**src/rtl/pipe_hazard_ctrl.sv**
```systemverilog
// pipe_hazard_ctrl: load-use stall, redirect flush and halt/drain control for a 5-stage pipeline
module pipe_hazard_ctrl #(
    parameter int CNT_W = 16
) (
    input  logic             clk,
    input  logic             rst_n,
    input  logic [4:0]       id_rs,
    input  logic [4:0]       id_rt,
    input  logic             id_uses_rt,
    input  logic             ex_memtoreg,
    input  logic [4:0]       ex_regaw,
    input  logic             mem_redirect,
    input  logic             halt_req,
    output logic             pc_en,
    output logic             ifid_en,
    output logic             ifid_flush,
    output logic             idex_flush,
    output logic             exmem_flush,
    output logic             halt_ack,
    output logic [CNT_W-1:0] stall_count,
    output logic [CNT_W-1:0] flush_count
);
    typedef enum logic [1:0] {RUN, DRAIN, HALTED} state_t;
    state_t           state_q, state_d;
    logic [2:0]       drain_q, drain_d;
    logic [CNT_W-1:0] stall_q, stall_d, flush_q, flush_d;
    logic             lu, stall;
    assign lu = ex_memtoreg && ex_regaw != 5'd0 &&
                (ex_regaw == id_rs || (id_uses_rt && ex_regaw == id_rt));
    assign stall = state_q == RUN && !mem_redirect && lu;
    assign stall_count = stall_q;
    assign flush_count = flush_q;
    // Pipeline control: redirect outranks stall; reset forces everything to squash
    always_comb begin
        pc_en       = 1'b0;
        ifid_en     = 1'b0;
        ifid_flush  = 1'b0;
        idex_flush  = 1'b0;
        exmem_flush = 1'b0;
        halt_ack    = 1'b0;
        if (!rst_n) begin
            ifid_flush  = 1'b1;
            idex_flush  = 1'b1;
            exmem_flush = 1'b1;
        end else if (state_q == HALTED) begin
            halt_ack   = 1'b1;
            ifid_en    = 1'b1;
            ifid_flush = 1'b1;
        end else if (mem_redirect) begin
            pc_en       = 1'b1;
            ifid_en     = 1'b1;
            ifid_flush  = 1'b1;
            idex_flush  = 1'b1;
            exmem_flush = 1'b1;
        end else if (state_q == DRAIN) begin
            ifid_en    = 1'b1;
            ifid_flush = 1'b1;
        end else if (lu) begin
            idex_flush = 1'b1;
        end else begin
            pc_en   = 1'b1;
            ifid_en = 1'b1;
        end
    end
    // Next state: halt is only accepted in a quiet RUN cycle; drain exits early if halt drops
    always_comb begin
        state_d = state_q;
        drain_d = drain_q;
        case (state_q)
            RUN: if (!mem_redirect && !lu && halt_req) begin
                state_d = DRAIN;
                drain_d = 3'd4;
            end
            DRAIN: begin
                drain_d = drain_q - 3'd1;
                if (!halt_req) begin
                    state_d = RUN;
                    drain_d = 3'd0;
                end else if (drain_q == 3'd1) begin
                    state_d = HALTED;
                end
            end
            HALTED: state_d = halt_req ? HALTED : RUN;
            default: state_d = RUN;
        endcase
        stall_d = (stall && !(&stall_q)) ? stall_q + CNT_W'(1) : stall_q;
        flush_d = (mem_redirect && !(&flush_q)) ? flush_q + CNT_W'(1) : flush_q;
    end
    // State and saturating event counters with synchronous active-low reset
    always_ff @(posedge clk) begin
        if (!rst_n) begin
            state_q <= RUN;
            drain_q <= 3'd0;
            stall_q <= '0;
            flush_q <= '0;
        end else begin
            state_q <= state_d;
            drain_q <= drain_d;
            stall_q <= stall_d;
            flush_q <= flush_d;
        end
    end
endmodule

```
**config.mk**
```make
export PLATFORM = sky130hd
export DESIGN_NAME = pipe_hazard_ctrl
export DESIGN_NICKNAME = d
export VERILOG_FILES = /design/src/rtl/pipe_hazard_ctrl.sv
export SDC_FILE = /design/constraint.sdc
export NUM_CORES = 1
export LEC_CHECK = 0
export CAP_MARGIN = 10
export CORE_ASPECT_RATIO = 0.75
export CORE_MARGIN = 5
export CORE_UTILIZATION = 47
export CTS_CLUSTER_DIAMETER = 100
export DETAILED_ROUTE_END_ITERATION = 7
export HOLD_SLACK_MARGIN = 0.02
export PLACE_DENSITY = 0.85
export SYNTH_ARGS = -nofsm -noshare
export SYNTH_HDL_FRONTEND = slang
export SYNTH_SLANG_ARGS = --single-unit
```
**constraint.sdc**
```tcl
create_clock -name clk -period 2.6 [get_ports clk]
set_input_delay 0.65 -clock clk [delete_from_list [all_inputs] [get_ports clk]]
set_output_delay 0.65 -clock clk [all_outputs]
set_load 0.02 [all_outputs]
```
After elaboration in Yosys (flattened, before gate mapping)
Cells that the tools add are included.
{"block": "op_classes", "magnitude_cmp": 0, "n_eq_ne": 7, "n_addsub": 3, "n_mul": 0, "div_mod_pow": 0, "n_mux": 31, "shifts": 0, "n_reduce_logical": 21, "bitwise": 0}
{"op": "adder 16 x 1 -> 16 bit (second input constant)", "count": 2}
{"op": "AND reduction 16 bit", "count": 2}
{"op": "two-way mux 1 bit", "count": 23}
{"op": "== test 5 bit", "count": 2}
{"op": "logical AND 1 bit", "count": 9}
{"op": "two-way mux 2 bit", "count": 4}
{"op": "two-way mux 3 bit", "count": 2}
{"op": "case mux 2 bit (3 select lines)", "count": 1}
{"op": "case mux 3 bit (2 select lines)", "count": 1}
{"op": "nonzero test 5 bit", "count": 1}
{"op": "zero test 1 bit", "count": 4}
{"op": "AND reduction 2 bit", "count": 2}
{"op": "== test 3 x 1 -> 1 bit (second input constant)", "count": 1}
{"op": "!= test 3 x 2 -> 1 bit (second input constant)", "count": 1}
{"op": "subtractor 3 x 1 -> 3 bit (second input constant)", "count": 1}
{"op": "== test 2 x 1 -> 1 bit (second input constant)", "count": 1}
{"op": "== test 2 bit (second input constant)", "count": 1}
{"op": "zero test 2 bit", "count": 1}
{"op": "!= test 2 x 1 -> 1 bit (second input constant)", "count": 1}
{"op": "nonzero test 2 bit", "count": 1}
{"op": "logical OR 1 bit", "count": 1}
{"block": "word_totals", "ramBits": 0, "in_bits": 21, "wordCells": 66, "register_bits": 37, "latch_bits": 0, "mem_count": 0, "mem_bits_ro": 0, "output_inout_bits": 38}

Logic depth before layout (Yosys ltp)
Gate-level depths: netlist (run 1).
{"block": "logic_depth", "depth_word": 9, "ltp_mapped": 7, "depth_no_buf": 7}

Worst setup path before layout (run 1)
OpenSTA, ideal clock, no wires.
{"block": "synth_timing", "path_kind": "input to output", "start": "input ex_regaw[1]", "end": "output pc_en", "n_path_buf": 0, "arrival_ps": 2121, "cell_stages": 6, "slack_ps": -171, "required_time_ps": 1950, "cell_sequence": "or4_1 > o21ai_2 > inv_2 > nand2_1 > a21oi_1 > nor3_1"}
{"block": "synth_between", "elab_chain_cells": 9, "elab_cells_between_ends": 12, "cone_classes": "2 x eq/ne; 5 x mux; 5 x reduce/logical"}
{"element": "start, declared", "line": "11", "text": "input logic [4:0] ex_regaw,"}
{"element": "== test 5 bit", "line": "29", "text": "(ex_regaw == id_rs || (id_uses_rt && ex_regaw == id_rt));"}
{"element": "logical AND 1 bit", "line": "29"}
{"element": "logical OR 1 bit", "line": "29"}
{"element": "logical AND 1 bit (*)", "line": "28", "text": "assign lu = ex_memtoreg && ex_regaw != 5'd0 &&"}
{"element": "two-way mux 1 bit (*)", "line": "58", "text": "end else if (lu) begin"}
{"element": "two-way mux 1 bit (*)", "line": "55", "text": "end else if (state_q == DRAIN) begin"}
{"element": "two-way mux 1 bit (*)", "line": "49", "text": "end else if (mem_redirect) begin"}
{"element": "two-way mux 1 bit (*)", "line": "45", "text": "end else if (state_q == HALTED) begin"}
{"element": "two-way mux 1 bit (*)", "line": "41", "text": "if (!rst_n) begin"}
{"element": "end, declared", "line": "14", "text": "output logic pc_en,"}
Mark *: on every way between the ends. The rest lies on a longest branch, timed or not.

Final worst setup path (run 1)
{"block": "layout_timing", "start": "input id_rs[2]", "end": "output ifid_en"}
{"block": "layout_between", "elab_chain_cells": 8}
{"element": "start, declared", "line": "7", "text": "input logic [4:0] id_rs,"}
{"element": "== test 5 bit", "line": "29"}
{"element": "logical OR 1 bit", "line": "29"}
{"element": "logical AND 1 bit", "line": "28"}
{"element": "two-way mux 1 bit", "line": "58"}
{"element": "two-way mux 1 bit", "line": "55"}
{"element": "two-way mux 1 bit", "line": "49"}
{"element": "two-way mux 1 bit", "line": "45"}
{"element": "two-way mux 1 bit", "line": "41"}
{"element": "end, declared", "line": "15", "text": "output logic ifid_en,"}
No other way between the ends.

==> metrics, run 1 <==
status=finished, violations left; failing checks=setup timing; Seq/Total Area, Yosys=36.5%; Worst Slack Setup Final=-0.0551 ns; initial core utilization=49.4%; metal3 WL=338 um; All-Layer GR Usage=21.3%; Reg clk slew, reported paths=0.08 ns; Placer Congestion=0.872; area grow syn2layout=47.9%; most frequent cells in the layout=37 x dfxtp_1, 37 x clkdlybuf4s50_1, 28 x nor2_1, 28 x buf_4; ANT nets after route=0; vias per cell=5.36; worst setup path category=input port to output port; WP data arrival=2.01 ns; Cells after Synth=240; largest net degree at the start of global routing=20; Ant. Diodes=0; Slew Limit Fails=0; Core Area=4100 um^2; Power per Cell Area=438 nW/um^2; top routing layer used=met4; synthesized netlist net count=268; Yosys warning count=0; slew margin rel.=70.3%; Synth Cell Area=2030 um^2; clk root buf=clkbuf_8; Maximum Capacitance Violations=0; port bufs=58; wirelength, routed=5740 um; number of clock sinks=37; Final #Nets=356; RSZ-0062 raised after global routing=true; Pleak=1.16 nW; Worst Tran Pin Value=0.443 ns; Avg Inst Size Synth=8.45 um^2; overall power=1.31 mW; I/O pin count=59; DRC viols=0; FMAX=377 MHz; Worst IR Drop VDD=0.354 mV; die width=85.9 um; CP required=1.95 ns; final worst path period share=102%; per-cell routed wire length=14.9 um; First-pass DRT Iterations=4; std cell rows=20; crit path max fanout=3; WL met2=2640 um; Worst setup SP type=input port; DRT iter0 DRCs=150; flops & latches, synth=37; initial antenna violation count=0; Setup TNS Final=-0.0827 ns; clk buf depth=2; clk_lat worst skew=0.30 ns; Worst setup EP type=output port; post-route minimum period=2.66 ns; number of global-route vias before repair=2043; metal1 wirelength=2650 um; H-tree depth=2; global route overflow=0; Yosys cell types=39; Fillers=316; die height=66.9 um; number of setup violations in the final report=3; pre-CTS setup slack=-0.864 ns; CTS tree=done; first-pass GRT wire length=9600 um; Fin. Hold Viols=0; HPWL after DPL=4050 um; Num CTS Buffers=5; via count=2059; HP Class=flip-flop to flip-flop; final setup skew=0.0135 ns; layout cells sized above 1=19.1%; Die ar.=5740 um^2
## worst paths after layout
check / startpoint / end / slack, ns / cells past startpoint
worst max-delay path: id_rs[2] / ifid_en / -0.06 / 8
worst min-delay path: drain_q[1] / drain_q[1] / 0.50 / 2
worst max register to register: state_q[1] / stall_count[5] / 0.54 / 7
worst min register to register: drain_q[1] / drain_q[1] / 0.50 / 2
## state kept, by name, summed over array words and instances (netlist names)
signal / count
stall_count: 16
state_q: 2
flush_count: 16
drain_q: 3
## per-layer routing
metal	track usage, %	vias to the layer above
met5	0	-
met4	6.72	0
met3	5.32	14
met2	34.2	72
met1	28.0	958
li1	-	1015
## layout make-up
class                   count  area (um^2)  share of cell area [%]
clock inverters             3         17.5                   0.584
clock buffers               5         68.8                    2.29
multi-input cells         184         1280                    42.7
inverters                  14         52.6                    1.75
flip-flops and latches     37          741                    24.7
repair buffers             86          771                    25.7
well taps                  55         68.8                    2.29
## critical path, cell delays in order
cell           delay (ns)
dlygate4sd2_1        0.24
xnor2_1              0.16
nand3_1              0.12
o22ai_2              0.22
nand2_4              0.09
nor4_2               0.26
nor2_1               0.10
buf_4                0.17
## where the power goes
group          internal (mW)  switching, mW  total (mW)
sequential             0.581         0.0136       0.595
clock                  0.185          0.218       0.403
combinational          0.150          0.167       0.317
total                  0.916          0.399        1.31
## cells in the mapped netlist (all sizes together)
library cell	number	share of area, %
a21oi	10	2.5
mux2i	5	2.5
and2	7	2.2
ha	7	4.3
xnor2	22	9.5
xor2	10	4.3
nor2	28	5.2
o21ai	5	1.4
o22ai	1	0.62
nor2b	2	0.62
nand2	22	4.6
a31o	1	0.43
nand2b	1	0.31
or3	5	1.5
a41o	1	0.49
o221a	1	0.56
o211ai	1	0.37
a311oi	2	2.0
nand3	8	2.0
nor3	8	2.0
o31ai	2	0.74
nor4	3	0.93
or4	3	1.1
a31oi	1	0.62
a221oi	1	0.43
clkbuf	5	0.93
inv	14	2.6
a21bo	1	0.49
o21bai	1	0.37
nand4	17	5.2
a211o	1	0.43
dfxtp	37	37
and4	1	0.43
and3	6	1.9
## logic make-up (layout without fill, tap and decap cells)
logic type               Yosys count  in the layout  synth area share (%)
adder cells (fa/ha/maj)            7              7                  4.32
buffers and inverters             19            108                  3.52
AO/OA/AOI/OAI                     29             29                  11.5
XOR/XNOR                          32             32                  13.8
AND/OR/NAND/NOR                  111            111                  27.9
flip-flops                        37             37                  36.5
multiplexers                       5              5                  2.47
## metrics by stage
stage / hold WS (ns) / cell area [um^2] / util (%) / instances
4_1_cts: 0.487 / 2970 / 72.3 / 383
6_report: 0.496 / 3000 / 73.1 / 384
2_1_floorplan: 0.438 / 2050 / - / 240
3_5_place_dp: 0.459 / 2860 / 69.6 / 372
5_1_grt: 0.522 / 3000 / 73.1 / 384
3_3_place_gp: 0.447 / 2860 / 69.6 / 372
## repair_timing
| action | 4_1_cts | 5_1_grt |
|---|---|---|
| pin swaps | 21 | 3 |
| endpoints found under the hold margin | 0 | 0 |
| setup endpoints to repair | 6 | 4 |
| hold buffers | 0 | 0 |
| gates resized for setup | 60 | 4 |
| setup buffers | 4 | 1 |
Note: power is estimated with default switching activity, not from simulation.
==> run 2, diff against run 1 <==
--- a/config.mk
+++ b/config.mk
@@ -6,13 +6,13 @@
 export NUM_CORES = 1
 export LEC_CHECK = 0
 export CAP_MARGIN = 10
-export CORE_ASPECT_RATIO = 0.75
 export CORE_MARGIN = 5
 export CORE_UTILIZATION = 47
 export CTS_CLUSTER_DIAMETER = 100
 export DETAILED_ROUTE_END_ITERATION = 7
 export HOLD_SLACK_MARGIN = 0.02
 export PLACE_DENSITY = 0.85
+export SETUP_SLACK_MARGIN = 0.15
 export SYNTH_ARGS = -nofsm -noshare
 export SYNTH_HDL_FRONTEND = slang
 export SYNTH_SLANG_ARGS = --single-unit
==> run 2 against run 1 <==
Net effect:
- the flow still finishes with violations (setup timing)
- count of clock-buffer cells in the layout up 1
- first-iteration DRC count down 29%
- routed wire length down 3.3%
- via count up 0.87%
- flip-flop and latch count unchanged
- setup slack about the same
- hold slack worse by 0.023 ns
- die area down 0.24%
- non-clock buffer count up 1
- register-to-register slack about the same
- clock power up 30%
- critical path type unchanged
==> metrics, run 2 (synthesized netlist as in run 1, its figures left out) <==
status=finished, violations left (unchanged); failing checks=setup timing (unchanged); global route overflow=0 (unchanged); HP Class=flip-flop to flip-flop (unchanged); final worst path period share=102% (about the same); Reg clk slew, reported paths=0.08 ns (about the same); initial core utilization=49.6% (was 49.4%); Num CTS Buffers=5 (unchanged); Worst setup SP type=input port (unchanged); CP required=1.95 ns (about the same); layout cells sized above 1=22.4% (was 19.1%); Setup TNS Final=-0.109 ns (was -0.0827 ns); std cell rows=23 (was 20); Final #Nets=357 (was 356); CP most frequent cell=buf_6; per-cell routed wire length=14.6 um (was 14.9 um); hold-fix buffers at CTS=0 (unchanged); Fillers=299 (was 316); DRC viols=0 (unchanged); CTS tree=done (unchanged); clk buf depth=2 (unchanged); Pleak=1.19 nW (was 1.16 nW); commonest non-fill, non-tap cell in the layout=dfxtp_1; number of clock sinks=37 (unchanged); crit path max fanout=3 (unchanged); post-route minimum period=2.66 ns (about the same); Bufs and invs on worst path=3 (was 2); Final Non-Filler Cells=380 (was 384); metal1 wirelength=2430 um (was 2650 um); FMAX=377 MHz (about the same); Worst Tran Pin Value=0.464 ns (was 0.443 ns); port bufs=58 (unchanged); largest net degree at the start of global routing=21 (was 20); WL met2=2820 um (was 2640 um); Fin. Hold Viols=0 (unchanged); Placer Congestion=0.797 (was 0.872); via count=2077 (was 2059); Maximum Capacitance Violations=0 (unchanged); DRT iter0 DRCs=107 (was 150); WP data arrival=2.01 ns (about the same); Worst Slack Setup Final=-0.0555 ns (was -0.0551 ns); Die ar.=5730 um^2 (was 5740 um^2); Hold Slack=0.473 ns (was 0.496 ns); number of setup violations in the final report=3 (unchanged); placed cell count=366 (was 372); Ant. Diodes=0 (unchanged); vias per cell=5.47 (was 5.36); most frequent cells in the layout=37 x dfxtp_1, 35 x clkdlybuf4s50_1, 27 x nor2_1, 24 x buf_4, 19 x nand2_1 (was 37 x dfxtp_1, 37 x clkdlybuf4s50_1, 28 x nor2_1, 28 x buf_4); wirelength, routed=5550 um (was 5740 um); final setup skew=0.00716 ns (was 0.0135 ns); crit path max-delay cell type=or4_4 (was nor4_2); FF/Latch Area=741 um^2 (unchanged); overall power=1.45 mW (was 1.31 mW); pre-CTS setup slack=-0.867 ns (was -0.864 ns); placed standard-cell area=2870 um^2 (was 2860 um^2); top routing layer used=met4 (unchanged); I/O pin count=59 (unchanged); First-pass DRT Iterations=4 (unchanged); ANT nets after route=0 (unchanged); max incr delay on CP=0.55 ns (was 0.26 ns); HPWL after DPL=3960 um (was 4050 um); WP depth=8 (unchanged); clk_lat worst skew=0.29 ns (was 0.30 ns); RSZ-0062 raised after global routing=true (unchanged); Worst setup EP type=output port (unchanged); metal3 WL=248 um (was 338 um); slew margin rel.=68.8% (was 70.3%); area grow syn2layout=53.0% (was 47.9%); fin area=3100 um^2 (was 3000 um^2); first-pass GRT wire length=9500 um (was 9600 um); worst setup path category=input port to output port (unchanged); initial antenna violation count=0 (unchanged); worst hold path cell count=2 (unchanged); clk root buf=clkbuf_8 (unchanged); All-Layer GR Usage=21.3% (about the same); Core Area=4090 um^2 (was 4100 um^2); number of global-route vias before repair=2077 (was 2043); multi-input logic area=1340 um^2 (was 1280 um^2); Slew Limit Fails=0 (unchanged); CP top delay family=simple AND/OR/NAND/NOR gates (unchanged); final core utilization=75.9% (was 73.1%); H-tree depth=2 (unchanged); Worst IR Drop VDD=0.478 mV (was 0.354 mV); FF-to-FF path depth=7 (unchanged); CP Cell Sequence=buf_6 -> or4_4 -> o21ai_4 -> inv_2 -> nand2_4 -> a21oi_4 -> nor3_4 -> buf_6 (was dlygate4sd2_1 -> xnor2_1 -> nand3_1 -> o22ai_2 -> nand2_4 -> nor4_2 -> nor2_1 -> buf_4); Power per Cell Area=466 nW/um^2 (was 438 nW/um^2); die height=75.7 um (was 66.9 um); die width=75.7 um (was 85.9 um)
-- run 2: final cells by class --
class                   instances  area share (%)
clock buffers                   6            2.66
inverters                      14            1.69
repair buffers                 87            25.4
multi-input cells             184            43.1
flip-flops and latches         37            23.9
clock inverters                 2            1.21
well taps                      50            2.02
-- run 2: metal layers --
metal	vias up	GRT usage [%]
li1	1020	-
met2	49	36.0
met3	7	4.35
met1	1001	27.8
met5	-	0
met4	0	5.44
-- run 2: power breakdown --
part	switching (mW)	total, mW	internal (mW)
combinational	0.168	0.328	0.161
clock	0.212	0.524	0.312
sequential	0.0135	0.595	0.581
total	0.393	1.45	1.05
-- run 2: path summary, 6_finish.rpt --
path	startpoint	endpoint	slack (ns)
min reg2reg	drain_q[1]	drain_q[1]	0.47
max reg2reg	stall_count[0]	stall_count[5]	0.55
min	drain_q[1]	drain_q[1]	0.47
max	ex_regaw[3]	pc_en	-0.06
-- run 2: worst min-delay path: stages (launching register included) --
cell and delay, ns:
dfxtp_1 0.31, nand2_1 0.06, mux2i_1 0.06
-- run 2: what timing repair did --
item                                    CTS  global route
hold endpoints to repair                  0             0
resized for setup                        89             2
pin swaps                                21             2
buffers inserted                          4             2
endpoints found under the setup margin    9             5
==> run 3, diff against run 2 <==
==> constraint.sdc (replaced) <==
create_clock -name clk -period 2.6 [get_ports clk]
set_input_delay 0.65 -clock clk [delete_from_list [all_inputs] [get_ports clk]]
set_output_delay 0.65 -clock clk [all_outputs]
set_load 0.05 [all_outputs]
==> run 3 against run 2 <==
Net effect:
- the run still ends with setup timing left
- design area rose by 0.89%
- count of clock-buffer cells in the layout grew 1
- global-route usage increased by 1.5 points
- final cell count shrank 1.6%
- first-iteration DRC count grew 20%
- sequential power barely moved
- hold slack got worse by 0.0050 ns
- non-clock buffer count fell by 6
- critical endpoint unchanged
- highest routed layer unchanged
==> metrics, run 3 (synthesized netlist as in run 1, its figures left out) <==
Num CTS Buffers=5 (unchanged); Clock power frac=34.8% (was 36.2%); std cell rows=23 (unchanged); failing checks=setup timing (unchanged); Fin. Hold Viols=0 (unchanged); CP Cell Sequence=buf_6 -> or4_4 -> o21ai_4 -> inv_2 -> nand2_4 -> a21oi_4 -> nor3_4 -> buf_12 (was buf_6 -> or4_4 -> o21ai_4 -> inv_2 -> nand2_4 -> a21oi_4 -> nor3_4 -> buf_6); WP data arrival=2.01 ns (about the same); sw frac=28.0% (was 27.2%); Worst setup EP type=output port (unchanged); DRT iter0 DRCs=128 (was 107); All-Layer GR Usage=22.8% (was 21.3%); Pleak=1.21 nW (was 1.19 nW); initial core utilization=49.6% (unchanged); initial antenna violation count=0 (unchanged); clk_lat worst skew=0.28 ns (was 0.29 ns); Final #Nets=351 (was 357); commonest non-fill, non-tap cell in the layout=dfxtp_1 (unchanged); Fillers=266 (was 299); Worst setup SP type=input port (unchanged); H-tree depth=2 (unchanged); HPWL after DPL=4060 um (was 3960 um); RSZ-0062 raised after global routing=true (unchanged); I/O pin count=59 (unchanged); crit path max-delay cell type=or4_4 (unchanged); Maximum Capacitance Violations=0 (unchanged); internal power=1.06 mW (was 1.05 mW); vias per cell=5.56 (was 5.47); clk root buf=clkbuf_8 (unchanged); die width=75.7 um (unchanged); largest net degree at the start of global routing=22 (was 21); Worst Tran Pin Value=0.525 ns (was 0.464 ns); FMAX=376 MHz (was 377 MHz); max incr delay on CP=0.54 ns (was 0.55 ns); via count=2079 (was 2077); status=finished, violations left (unchanged); layout cells sized above 1=22.2% (was 22.4%); port bufs=58 (unchanged); Power per Cell Area=471 nW/um^2 (was 466 nW/um^2); Worst Slack Setup Final=-0.0624 ns (was -0.0555 ns); overall power=1.47 mW (was 1.45 mW); multi-input logic area=1350 um^2 (was 1340 um^2); area grow syn2layout=54.3% (was 53.0%); per-cell routed wire length=16.2 um (was 14.6 um); ANT nets after route=0 (unchanged); worst reg2reg startpoint=stall_count[0] (unchanged); final worst path period share=102% (about the same); CP Launch Point=ex_regaw[3] (unchanged); pre-CTS setup slack=-0.439 ns (was -0.867 ns); Slew Limit Fails=0 (unchanged); First-pass DRT Iterations=4 (unchanged); Comb pwr share=24.8% (was 22.7%); HP Class=flip-flop to flip-flop (unchanged); die height=75.7 um (unchanged); Switch Pwr=0.413 mW (was 0.393 mW); first-pass GRT wire length=10000 um (was 9500 um); number of clock sinks=37 (unchanged); most frequent cells in the layout=37 x dfxtp_1, 34 x clkdlybuf4s50_1, 27 x nor2_1, 20 x buf_4, 19 x nand2_1 (was 37 x dfxtp_1, 35 x clkdlybuf4s50_1, 27 x nor2_1, 24 x buf_4, 19 x nand2_1); Worst IR Drop VDD=0.430 mV (was 0.478 mV); clk buf depth=2 (unchanged); post-route minimum period=2.66 ns (about the same); worst setup path category=input port to output port (unchanged); Hold Crit Start=drain_q[1] (unchanged); Placer Congestion=0.803 (was 0.797); number of setup violations in the final report=3 (unchanged); CP required=1.95 ns (about the same); Reg clk slew, reported paths=0.07 ns (was 0.08 ns); DRC viols=0 (unchanged); number of global-route vias before repair=2127 (was 2077); CP top delay family=simple AND/OR/NAND/NOR gates (unchanged); placed cell count=361 (was 366); Ant. Diodes=0 (unchanged); Die ar.=5730 um^2 (unchanged); FF/Latch Area=741 um^2 (unchanged); slew margin rel.=64.9% (was 68.8%); Final Non-Filler Cells=374 (was 380); Core Area=4090 um^2 (unchanged); global route overflow=0 (unchanged); Setup TNS Final=-0.0906 ns (was -0.109 ns); Bufs and invs on worst path=3 (unchanged); CTS tree=done (unchanged); crit path max fanout=3 (unchanged); final setup skew=0.00704 ns (was 0.00716 ns); Reg power frac=40.4% (was 41.1%); wirelength, routed=6050 um (was 5550 um)
[run 3: what timing repair did]
action                                 in CTS  in global routing
pin swaps                                  23                  6
setup buffers                               3                  2
gates resized for setup                    60                  7
endpoints found under the hold margin       0                  0
setup endpoints to repair                   6                  5
hold buffers                                0                  0
[run 3: path summary, 6_finish.rpt]
check                   endpoint  slack [ns]  cells past startpoint
hold reg to reg       drain_q[1]        0.47                      2
setup / recovery           pc_en       -0.06                      8
setup reg to reg  stall_count[5]        0.47                      6
hold / removal        drain_q[1]        0.47                      2
[run 3: per-layer routing]
layer | routed length, um | GRT usage, % | vias up
li1 | - | - | 1013
met1 | 2550 | 28.5 | 1001
met2 | 3100 | 38.8 | 51
met3 | 233 | 4.75 | 14
met4 | 160 | 7.77 | 0
met5 | 0 | 0 | -
[run 3: power by group through the flow]
stage / clock, mW / combinational (mW) / sequential (mW)
floorplan: 0 / 0.193 / 0.617
global placement: 0 / 0.326 / 0.606
detailed placement: 0 / 0.333 / 0.608
CTS: 0.515 / 0.352 / 0.595
global route: 0.542 / 0.390 / 0.597
finish: 0.513 / 0.366 / 0.596
[run 3: final cells by class]
class | instances | area share, %
Clock buffer | 7 | 2.76
Clock inverter | 1 | 0.959
Inverter | 14 | 1.68
Multi-Input combinational cell | 184 | 43.1
Sequential cell | 37 | 23.7
Tap cell | 50 | 2.00
Timing Repair Buffer | 81 | 25.8
[run 3: through the flow]
step	util [%]	hold WS, ns	cell area (um^2)
2_1_floorplan	-	0.438	2070
3_3_place_gp	70.1	0.449	2870
3_5_place_dp	70.1	0.461	2870
4_1_cts	75.4	0.471	3080
5_1_grt	76.6	0.505	3130
6_report	76.6	0.468	3130
[run 3: worst register-to-register path, stage by stage (launching register included)]
cell      delay (ns)
dfxtp_1         0.36
ha_1            0.27
and3_1          0.23
a311oi_4        0.44
nand2_4         0.09
or4_1           0.51
a21oi_2         0.16
